File: src/rtl/seq_det_pkg.sv
// Shared helpers for the serial sequence detector: state sizing and the
// elaboration-time prefix/suffix (KMP) transition functions.
package seq_det_pkg;

  localparam int MAX_N = 16;
  localparam int DEF_N = 4;
  localparam logic [DEF_N-1:0] DEF_PATTERN = 4'b1011;

  typedef logic [MAX_N-1:0] pat_t;

  // Smallest w with 2**w >= v.
  function automatic int clog2(input int v);
    int w;
    w = 0;
    for (int i = 0; i < 31; i++) begin
      if ((1 << i) < v) w = i + 1;
    end
    return w;
  endfunction

  function automatic logic pat_bit(input pat_t pat, input int idx);
    pat_t t;
    t = pat >> idx;
    return t[0];
  endfunction

  // Length of the longest proper prefix of the N-bit pattern that is also its suffix.
  function automatic int prefix_fallback(input pat_t pat, input int n);
    int  best;
    bit  ok;
    best = 0;
    for (int l = 1; l < MAX_N; l++) begin
      if (l < n) begin
        ok = 1'b1;
        for (int j = 0; j < MAX_N; j++) begin
          if (j < l && pat_bit(pat, n - 1 - j) != pat_bit(pat, l - 1 - j)) ok = 1'b0;
        end
        if (ok) best = l;
      end
    end
    return best;
  endfunction

  // Next state from S_k on bit x: longest pattern prefix that ends the string
  // (first k pattern bits ++ x). Covers both the advance and the fallback case.
  function automatic int seq_next(input pat_t pat, input int n, input int k, input logic x);
    int   best;
    int   si;
    bit   ok;
    logic sb;
    best = 0;
    for (int l = 1; l <= MAX_N; l++) begin
      if (l <= k + 1 && l <= n) begin
        ok = 1'b1;
        for (int j = 0; j < MAX_N; j++) begin
          if (j < l) begin
            si = k + 1 - l + j;
            sb = (si < k) ? pat_bit(pat, n - 1 - si) : x;
            if (sb != pat_bit(pat, n - 1 - j)) ok = 1'b0;
          end
        end
        if (ok) best = l;
      end
    end
    return best;
  endfunction

endpackage

File: src/rtl/sat_counter.sv
// W-bit saturating up-counter with increment enable; sticks at all-ones.
module sat_counter #(
  parameter int W = 8
) (
  input  logic         clk,
  input  logic         rst,
  input  logic         inc,
  output logic [W-1:0] cnt
);

  logic [W-1:0] cnt_reg;

  always_ff @(posedge clk or negedge rst) begin
    if (!rst) begin
      cnt_reg <= '0;
    end else if (inc && (cnt_reg != '1)) begin
      cnt_reg <= cnt_reg + W'(1);
    end
  end

  assign cnt = cnt_reg;

endmodule

File: src/rtl/moore_seq_detector.sv
// Moore detector for an N-bit serial pattern (MSB first) with KMP fallback.
// Define SEQ_DET_COUNT_EN to build the saturating match counter.
module moore_seq_detector
  import seq_det_pkg::*;
#(
  parameter int             N       = DEF_N,
  parameter logic [N-1:0]   PATTERN = DEF_PATTERN,
  parameter bit             OVERLAP = 1'b1,
  parameter int             CNT_W   = 8
) (
  input  logic             clk,
  input  logic             rst,
  input  logic             en,
  input  logic             x,
  output logic             z,
  output logic [CNT_W-1:0] match_cnt
);

  localparam int   SW  = clog2(N + 1);
  localparam pat_t PAT = pat_t'(PATTERN);
  localparam int   FB  = prefix_fallback(PAT, N);

  localparam logic [SW-1:0] S_0 = '0;
  localparam logic [SW-1:0] S_N = SW'(N);

  logic [SW-1:0] state_reg;
  logic [SW-1:0] state_next;
  logic [SW-1:0] nxt_tab [0:N][0:1];

  // Transition table is fixed at elaboration; the match row folds in the
  // overlap/non-overlap restart point before applying x.
  generate
    for (genvar gi = 0; gi <= N; gi++) begin : g_row
      for (genvar gj = 0; gj < 2; gj++) begin : g_col
        localparam int K = (gi == N) ? (OVERLAP ? FB : 0) : gi;
        assign nxt_tab[gi][gj] = SW'(seq_next(PAT, N, K, (gj != 0)));
      end
    end
  endgenerate

  always_ff @(posedge clk or negedge rst) begin
    if (!rst) begin
      state_reg <= S_0;
    end else begin
      state_reg <= state_next;
    end
  end

  always_comb begin
    state_next = state_reg;
    if (en) begin
      if (state_reg > S_N) begin
        state_next = S_0;
      end else begin
        state_next = nxt_tab[state_reg][x];
      end
    end
  end

  always_comb begin
    z = (state_reg == S_N);
  end

`ifdef SEQ_DET_COUNT_EN
  logic cnt_inc;
  assign cnt_inc = en && (state_next == S_N);

  sat_counter #(
    .W (CNT_W)
  ) u_cnt (
    .clk (clk),
    .rst (rst),
    .inc (cnt_inc),
    .cnt (match_cnt)
  );
`else
  assign match_cnt = '0;
`endif

endmodule
File: config.mk
export PLATFORM = sky130hd
export DESIGN_NAME = moore_seq_detector
export DESIGN_NICKNAME = d
export VERILOG_FILES = /design/src/rtl/seq_det_pkg.sv /design/src/rtl/sat_counter.sv /design/src/rtl/moore_seq_detector.sv
export SDC_FILE = /design/constraint.sdc
export NUM_CORES = 1
export LEC_CHECK = 0
export CORE_AREA = 2 2 39 41
export DETAILED_ROUTE_END_ITERATION = 10
export DIE_AREA = 0 0 41 43
export GPL_TIMING_DRIVEN = 0
export HOLD_SLACK_MARGIN = 0.06
export MAX_ROUTING_LAYER = met4
export PLACE_DENSITY = 0.51
export SLEW_MARGIN = 20
export SYNTH_ARGS = -nofsm -noshare
export SYNTH_HDL_FRONTEND = slang
export SYNTH_SLANG_ARGS = --single-unit
File: constraint.sdc
create_clock -name clk -period 2.58 [get_ports clk]
set_input_delay 0.516 -clock clk [delete_from_list [all_inputs] [get_ports clk]]
set_output_delay 0.516 -clock clk [all_outputs]
set_load 0.01 [all_outputs]
## Word level (Yosys, flattened, before mapping)

Memories as Yosys holds them, arrays and structs flattened.
Cells that the tools add are included.

| storage, ports and cells | value |
|---|---|
| memories | 1 |
| logic and storage cells | 14 |
| output and inout port bits | 9 |
| bits in registers | 3 |
| bits in read-only memories | 48 |

Memories:

| name | words | width | read ports | clocked after memory_dff | wr ports | line | RTL |
|---|---|---|---|---|---|---|---|
| (no name shown) | 8 | 6 | 1 | 0 | 0 | moore_seq_detector.sv:55 | `state_next = nxt_tab[state_reg][x];` |

| operators by class | value |
|---|---|
| $lt $le $gt $ge | 3 |
| eq/ne operators | 1 |
| mux-type cells | 6 |
| bitwise gates (word level) | 2 |

Operators with widths:

| operator | count |
|---|---|
| $mux 3 | 4 |
| $mux 6 | 2 |
| $ge 4x4->1 const B | 1 |
| $not 3->4 | 1 |
| $eq 3x3->1 const B | 1 |
| $gt 3x3->1 const B | 1 |
| $ge 2x2->1 const B | 1 |
| $not 1->2 | 1 |

## Longest topological paths before layout

Gate-level depths: netlist of run 1.

| logic depth | value |
|---|---|
| word-level depth | 8 |
| mapped depth | 3 |

## Worst setup path before layout of run 1

No wires, ideal clock.

| timing | value |
|---|---|
| path kind | flip-flop to output port |
| start | register state_reg[0] |
| end | output port z |
| data required time | 2.064 ns |
| arrival time | 0.724 ns |
| path slack | 1.340 ns |
| stages on the path, launching flop included | 2 |
| cell sequence | dfrtp_1 -> nor3_1 |

| on the way | value |
|---|---|
| word-level cells in the longest chain between the ends | 1 |

Ends and longest elaborated chain:

| item | line | RTL |
|---|---|---|
| start, declared | moore_seq_detector.sv:26 | `logic [SW-1:0] state_reg;` |
| start signal, assigned | moore_seq_detector.sv:45 | `state_reg <= state_next;` |
| $eq 3x3->1 | moore_seq_detector.sv:61 | `z = (state_reg == S_N);` |
| end, declared | moore_seq_detector.sv:15 | `output logic z,` |

Every way passes these cells.

## Worst setup path in the final report of run 1

Same ends and word-level chain as after synthesis.

==> results of run 1 <==
-- cell families after synthesis --
family,count (synthesis)
buffers and inverters,10
AOI/OAI and AO/OA,7
and+or+nand+nor,6
DFF,3
other,1
-- cell usage after synthesis --
cell type,number
a21o_1,1
a211oi_1,1
nand3b_1,1
nor3_1,1
o22ai_1,1
inv_1,2
o31a_2,1
buf_4,8
conb_1,1
nand2_1,2
o32a_2,1
nand2b_1,2
dfrtp_1,3
o21ai_2,1
o21ai_0,1
-- worst register-to-register path, delay by kind of cell (launching register included) --
kind                   cells  cell delay (ns)
AO/OA/AOI/OAI              2             0.44
flip-flops                 1             0.39
buffers and inverters      1             0.09
-- cell usage in the layout, fill, tap and decap left out, drive strengths merged --
cell type,n
buf,8
conb,8
clkdlybuf4s50,4
clkbuf,4
dfrtp,3
inv,2
nand2,2
nand2b,2
o21ai,2
nor3,1
nand3b,1
o22ai,1
o31a,1
o32a,1
a211oi,1
a21o,1
-- path summary, 6_finish.rpt --
kind                                endpoint  cells past startpoint  slack (ns)    startpoint
worst max register to register  state_reg[1]                      3        1.59  state_reg[2]
worst min register to register  state_reg[1]                      1        0.54  state_reg[0]
worst min-delay path            state_reg[0]                      1        0.46           rst
max in group asynchronous       state_reg[2]                      1        1.98           rst
min in group clk                state_reg[1]                      1        0.54  state_reg[0]
worst max-delay path                       z                      2        0.66  state_reg[0]
-- power by group --
group	switching [mW]	internal [mW]	total (mW)	leakage (nW)
Sequential	0.0214	0.0620	0.0834	0.0388
Combinational	0.0274	0.0376	0.0651	0.120
Clock	0.0235	0.0579	0.0814	0.0150
-- layer usage --
layer	vias to the layer above	global-route usage (%)	wire, um
li1	106	-	-
met1	84	7.47	189
met2	10	6.88	146
met3	2	3.66	60
met4	0	6.00	6
met5	-	-	0
-- final cells by class --
| class | instances | share of cell area, % |
|---|---|---|
| Multi-Input combinational cell | 21 | 34.2 |
| Timing Repair Buffer | 4 | 11.5 |
| Inverter | 2 | 2.16 |
| Clock buffer | 4 | 7.55 |
| Tap cell | 16 | 5.76 |
| Buffer | 8 | 17.3 |
| Sequential cell | 3 | 21.6 |
==> run_results.csv, run 1 <==
group,metric,value,unit
die,dieWidth,41,um
placement,dp.final_hpwl,310,um
route,routedWlPerCell,6.93,um
route,drc,0,
layout,fillerInstances,163,
placement,placed_area,322,um^2
critical_path,cp-end-kind,"output pin",
yosys,yosysTopAreaCell,"dfrtp_1",
clocking,clock-sinks,3,
global_route,grt_pass1_wl,683,um
die,die_h,43,um
critical_path,arrival,1.41,ns
yosys,yosys_warnings,0,
yosys,synth_top_area_share,31.9,%
yosys,synth_cell_types,15,
route,vias_per_cell,3.48,
placement,io_buffer_count,4,
power,irDropWorstVdd,0.260,mV
layout,regArea,75.1,um^2
yosys,synth.cell_area,235,um^2
critical_path,path_buf_inv,1,
die,dieArea,0.00176,mm^2
clocking,htreeDepth,1,
placement,dp.cells,54,
sta,finalWorstSetupSlack,0.656,ns
sta,fin_crit_sh,74.6,%
sta,finalHoldViolations,0,
yosys,synth_compound_area_share,23.9,%
global_route,grt_max_degree,7,
critical_path,start_kind,"flip-flop",
route,vias,202,
die,initial_utilization,17.0,%
clocking,insertion_delay,0.23,ns
layout,fin_nets,47,
global_route,antenna_found_initial,0,
yosys,synthMuxAreaShare,0,%
hold_path,holdCritPathClass,"input pin to asynchronous set/reset pin",
yosys,netlist_instances,27,
yosys,ys_ff_latch,3,
global_route,groute.usage.overall,6.30,%
yosys,avgSynthCellArea,8.71,um^2
layout,design_area,348,um^2
sta,setup_viol,0,
critical_path,crit_required,2.06,ns
clocking,clk_pin_slew_worst_paths,0.04,ns
critical_path,crit_fanout,5,
critical_path,slowest_delay,0.56,ns
clocking,cts_tree,"yes",
sta,rsz0062_at_grt,"false",
route,dr.pass1.iters,4,
job,drv_cap,0,
layout,largest_reg_flops,3,
placement,place.gp.congestion,0.642,
route,ant_nets,0,
critical_path,crit_chain,"nor3_1, clkdlybuf4s50_1",
sta,fmax,520,MHz
yosys,synth-simple-area-share,13.8,%
global_route,overflow,0,
clocking,cts_buffer_depth,2,
critical_path,critPathKind,"flip-flop to output pin",
placement,place_ws,0.902,ns
layout,utilization,25.1,%
yosys,synth_top_family_by_area,"buffers and inverters",
layout,final_cells,58,
clocking,numCtsBuffers,3,
route,wl,402,um
clocking,cts_setup_buffers,0,
layout,area_delta_synth_final,47.9,%
sta,setup_tns,0,ns
power,p_leak,0.174,nW
yosys,seq_area_frac_synth,31.9,%
global_route,first_global_vias,168,
power,finalPower,230,uW
power,power_density,661,mW/mm^2
layout,antenna_cells,0,
die,core-area,0.00138,mm^2
die,std_cell_rows,14,
layout,multi_input_area,119,um^2
clocking,cts_root_buf,"clkbuf_4",
sta,fin_crit,1.92,ns
clocking,cts_hold_buf,0,
route,drt_iter0_drc,7,
critical_path,crit_family,"buffers and inverters",
clocking,cts_resized,0,
yosys,synthXorXnorAreaFrac,0,%
die,ioPinCount,13,
layout,drive_above_1_share,33.3,%
sta,drv_slew,0,
critical_path,crit_slowest_cell,"clkdlybuf4s50_1",
sta,whs,0.464,ns
yosys,synth_fa_ha_area_share,0,%
yosys,netlist_top_cells_area,"dfrtp_1 (32%), buf_4 (26%), nand2b_1 (5.3%)",
sta,skew,0.000839,ns
run_status,status,"finished, final reports clean",
No activity file was read; power rests on OpenSTA's default activity.
==> run 2, diff against run 1 <==
--- a/config.mk
+++ b/config.mk
@@ -11,7 +11,7 @@
 export GPL_TIMING_DRIVEN = 0
 export HOLD_SLACK_MARGIN = 0.06
 export MAX_ROUTING_LAYER = met4
-export PLACE_DENSITY = 0.51
+export PLACE_DENSITY = 0.52
 export SLEW_MARGIN = 20
 export SYNTH_ARGS = -nofsm -noshare
 export SYNTH_HDL_FRONTEND = slang
==> constraint.sdc (replaced) <==
create_clock -name clk -period 1.68 [get_ports clk]
set_input_delay 0.336 -clock clk [delete_from_list [all_inputs] [get_ports clk]]
set_output_delay 0.336 -clock clk [all_outputs]
set_load 0.01 [all_outputs]
==> run 2 against run 1 <==
Compared with the run above: critical path depth stayed put; critical path type unchanged; final area decreased by 0.36%; clock power rose by 55%; cell count is the same; largest power group unchanged; first-iteration DRC count down 43%; worst setup slack worse by 0.44 ns; die area unchanged; core utilization decreased by 0.090 points; largest cell class unchanged; non-clock buffer count unchanged; clock-buffer cell count unchanged.
==> run_results.csv, run 2 (synthesis gave the netlist of run 1 again) <==
group,metric,value,unit
layout,area_delta_synth_final,47.3,%
sta,drv_slew,0,
placement,place.gp.congestion,0.709,
route,dr.pass1.iters,2,
power,finalPower,352,uW
die,initial_utilization,17.0,%
clocking,cts_resized,1,
sta,finalHoldViolations,0,
sta,setup_viol,0,
die,dieArea,0.00176,mm^2
layout,largest_reg_flops,3,
global_route,first_global_vias,146,
clocking,cts_setup_buffers,0,
critical_path,crit_fanout,5,
sta,fmax,683,MHz
route,wl,387,um
critical_path,crit_required,1.34,ns
placement,dp.final_hpwl,286,um
job,drv_cap,0,
sta,fin_crit_sh,87.1,%
clocking,clock-sinks,3,
critical_path,crit_chain,"nor3_1, dlygate4sd2_1",
critical_path,arrival,1.13,ns
clocking,cts_hold_buf,0,
die,die_h,43,um
clocking,cts_root_buf,"clkbuf_4",
global_route,grt_pass1_wl,531,um
sta,skew,0.00315,ns
critical_path,crit_family,"flip-flops",
layout,antenna_cells,0,
global_route,grt_max_degree,7,
global_route,overflow,0,
critical_path,cp-end-kind,"output pin",
clocking,htreeDepth,1,
critical_path,critPathKind,"flip-flop to output pin",
sta,fin_crit,1.46,ns
global_route,antenna_found_initial,0,
route,drt_iter0_drc,4,
route,ant_nets,0,
die,dieWidth,41,um
placement,io_buffer_count,4,
critical_path,path_buf_inv,1,
critical_path,crit_slowest_cell,"dfrtp_1",
critical_path,slowest_delay,0.42,ns
clocking,cts_tree,"yes",
run_status,status,"finished, final reports clean",
power,p_leak,0.178,nW
clocking,cts_buffer_depth,2,
route,vias_per_cell,3.28,
power,power_density,1020,mW/mm^2
clocking,numCtsBuffers,3,
sta,setup_tns,0,ns
sta,rsz0062_at_grt,"false",
clocking,clk_pin_slew_worst_paths,0.04,ns
power,irDropWorstVdd,0.416,mV
layout,final_cells,58,
global_route,groute.usage.overall,5.16,%
hold_path,holdCritPathClass,"input pin to asynchronous set/reset pin",
route,vias,190,
layout,drive_above_1_share,33.3,%
critical_path,start_kind,"flip-flop",
layout,fin_nets,47,
layout,final_cell_mix,"buf_4 (8), conb_1 (8), clkbuf_4 (3), clkdlybuf4s50_1 (3), dfrtp_1 (3)",
placement,dp.cells,54,
die,ioPinCount,13,
route,drc,0,
die,core-area,0.00138,mm^2
clocking,insertion_delay,0.23,ns
die,std_cell_rows,14,
route,routedWlPerCell,6.67,um
[run 2: cell count changes in the layout (fill, tap and decap cells not counted)]
cell             previous run  this run
clkdlybuf4s50_1             4         3
dlygate4sd2_1               0         1
[run 2: worst paths after layout]
| path | endpoint | slack, ns | start | depth (start not counted) |
|---|---|---|---|---|
| setup / recovery | z | 0.22 | state_reg[0] | 2 |
| hold / removal | state_reg[0] | 0.28 | rst | 1 |
| setup reg to reg | state_reg[1] | 0.69 | state_reg[2] | 3 |
| hold reg to reg | state_reg[1] | 0.55 | state_reg[0] | 1 |
| max in group asynchronous | state_reg[2] | 1.25 | rst | 1 |
| min in group clk | state_reg[1] | 0.55 | state_reg[0] | 1 |
[run 2: routing by layer]
metal | track usage, % | up-vias | wire [um]
met2 | 4.38 | 10 | 144
met4 | 6.00 | 0 | 0
met3 | 3.14 | 0 | 49
met1 | 6.82 | 74 | 192
met5 | - | - | 0
li1 | - | 106 | -
[run 2: power breakdown]
| part | switching (mW) | internal (mW) |
|---|---|---|
| Sequential | 0.0333 | 0.0952 |
| Clock | 0.0369 | 0.0890 |
| Combinational | 0.0417 | 0.0563 |
[run 2: area by class of cell]
type | count | area, um^2
Buffer | 8 | 60.1
Timing Repair Buffer | 4 | 38.8
Tap cell | 16 | 20.0
Clock buffer | 4 | 26.3
Inverter | 2 | 7.51
Multi-Input combinational cell | 21 | 119
Fill cell | 156 | 1040
Sequential cell | 3 | 75.1
[run 2: per-stage QoR]
| step | hold slack [ns] | worst slack [ns] | utilization [%] | instance area [um^2] |
|---|---|---|---|---|
| floorplan | 0.0404 | 0.620 | - | 262 |
| global placement | 0.528 | 0.166 | 23.2 | 322 |
| detailed placement | 0.529 | 0.174 | 23.2 | 322 |
| CTS | 0.279 | 0.202 | 25.0 | 347 |
| global route | 0.282 | 0.133 | 25.0 | 347 |
| finish | 0.283 | 0.216 | 25.0 | 347 |
==> run 3, diff against run 2 <==
--- a/config.mk
+++ b/config.mk
@@ -8,7 +8,6 @@
 export CORE_AREA = 2 2 39 41
 export DETAILED_ROUTE_END_ITERATION = 10
 export DIE_AREA = 0 0 41 43
-export GPL_TIMING_DRIVEN = 0
 export HOLD_SLACK_MARGIN = 0.06
 export MAX_ROUTING_LAYER = met4
 export PLACE_DENSITY = 0.52
@@ -16,3 +15,4 @@
 export SYNTH_ARGS = -nofsm -noshare
 export SYNTH_HDL_FRONTEND = slang
 export SYNTH_SLANG_ARGS = --single-unit
+export TNS_END_PERCENT = 1
==> run 3 against run 2 <==
Compared with the run above: non-clock buffer count shrank 8; total power shrank 4.2%; clock power is essentially flat; fmax grew 0.19%; wire length shrank 7.0%; final area shrank 17%; die area is the same; first-iteration DRC count shrank 100%; critical path depth is the same; critical path type unchanged; largest power group unchanged.
==> run_results.csv, run 3 (synthesis gave the netlist of run 1 again) <==
group,metric,value,unit
run_status,status,"finished, final reports clean",
placement,dp.final_hpwl,256,um
power,sequentialPowerShare,37.6,%
placement,io_buffer_count,4,
clocking,clock-sinks,3,
clocking,cts_buffer_depth,2,
critical_path,r2r_setup_slack,0.69,ns
route,ant_nets,0,
critical_path,crit_chain,"nor3_1, dlygate4sd2_1",
die,die_h,43,um
clocking,cts_tree,"yes",
layout,layout_commonest_cell,"conb_1",
critical_path,crit_fanout,5,
power,p_switching,109,uW
sta,finalHoldViolations,0,
global_route,antenna_found_initial,0,
power,p_int,229,uW
placement,place.gp.congestion,0.645,
layout,utilization,20.7,%
layout,area_delta_synth_final,21.8,%
clocking,insertion_delay,0.23,ns
clocking,numCtsBuffers,3,
critical_path,crit_required,1.34,ns
critical_path,arrival,1.12,ns
sta,skew,0.00138,ns
power,pwr-share-comb,24.9,%
clocking,cts_setup_buffers,0,
die,ioPinCount,13,
route,drt_iter0_drc,0,
global_route,groute.usage.overall,6.10,%
hold_path,holdCritPathClass,"input pin to asynchronous set/reset pin",
power,power_density,1180,mW/mm^2
job,drv_cap,0,
clocking,clk_pin_slew_worst_paths,0.04,ns
die,dieWidth,41,um
sta,fin_crit_sh,87.0,%
sta,setup_tns,0,ns
layout,antenna_cells,0,
critical_path,start_kind,"flip-flop",
route,wl,360,um
sta,rsz0062_at_grt,"false",
power,swShare,32.3,%
power,pwr-share-clk,37.5,%
die,std_cell_rows,14,
global_route,first_global_vias,155,
sta,fin_crit,1.46,ns
clocking,cts_root_buf,"clkbuf_4",
global_route,grt_pass1_wl,621,um
route,vias,180,
layout,largest_reg_flops,3,
die,dieArea,0.00176,mm^2
critical_path,crit_family,"flip-flops",
route,drc,0,
power,finalPower,338,uW
critical_path,path_buf_inv,1,
die,core-area,0.00138,mm^2
clocking,htreeDepth,1,
global_route,overflow,0,
critical_path,critPathKind,"flip-flop to output pin",
critical_path,cp-end-kind,"output pin",
layout,fin_nets,39,
route,routedWlPerCell,7.20,um
sta,fmax,684,MHz
route,dr.pass1.iters,1,
layout,drive_above_1_share,17.6,%
power,p_leak,0.135,nW
critical_path,slowest_delay,0.42,ns
route,vias_per_cell,3.60,
global_route,grt_max_degree,7,
die,initial_utilization,17.0,%
layout,final_cell_mix,"conb_1 (8), clkbuf_4 (3), clkdlybuf4s50_1 (3), dfrtp_1 (3)",
critical_path,crit_slowest_cell,"dfrtp_1",
sta,drv_slew,0,
power,irDropWorstVdd,0.372,mV
sta,setup_viol,0,
[run 3: what timing repair did]
action	CTS	global route
endpoints found under the setup margin	1	0
gates resized for setup	1	0
hold buffers	0	0
[run 3: power by group through the flow]
stage,logic (mW),registers [mW],clock network [mW]
final,0.0839,0.127,0.127
after global routing,0.0966,0.134,0.142
after CTS,0.0850,0.126,0.136
after detailed placement,0.0864,0.127,0
after global placement,0.0862,0.130,0
after floorplan,0.0786,0.121,0
[run 3: worst reg2reg max path, delay by kind of cell (launching register included)]
kind	cells	cell delay, ns
buffers and inverters	1	0.08
DFF	1	0.39
AOI/OAI and AO/OA	2	0.44
[run 3: cell type report]
| type | instances | area, um^2 |
|---|---|---|
| fill | 151 | 1100 |
| multi-input combinational | 21 | 119 |
| sequential | 3 | 75.1 |
| timing repair buffer | 4 | 38.8 |
| clock buffer | 4 | 26.3 |
| tap | 16 | 20.0 |
| inverter | 2 | 7.51 |
[run 3: layer usage]
layer | up-vias | global-route usage [%] | part of all wire (%)
met5 | - | - | 0
li1 | 91 | - | -
met3 | 2 | 3.14 | 11
met1 | 75 | 8.14 | 49
met2 | 12 | 5.00 | 35
met4 | 0 | 8.00 | 3.9
[run 3: stage by stage]
step           std cells  worst slack, ns  instance area (um^2)  hold slack (ns)
2_1_floorplan         34            0.620                   262           0.0404
3_3_place_gp          46            0.186                   262            0.530
3_5_place_dp          46            0.169                   262            0.529
4_1_cts               50            0.195                   287            0.274
5_1_grt               50            0.102                   287            0.282
6_report              50            0.219                   287            0.280
[run 3: final timing paths]
path / from / to / depth (start not counted)
worst max-delay path: state_reg[0] / z / 2
worst min-delay path: rst / state_reg[1] / 1
worst max register to register: state_reg[2] / state_reg[1] / 3
worst min register to register: state_reg[0] / state_reg[1] / 1
max in group asynchronous: rst / state_reg[0] / 1
min in group clk: state_reg[0] / state_reg[1] / 1
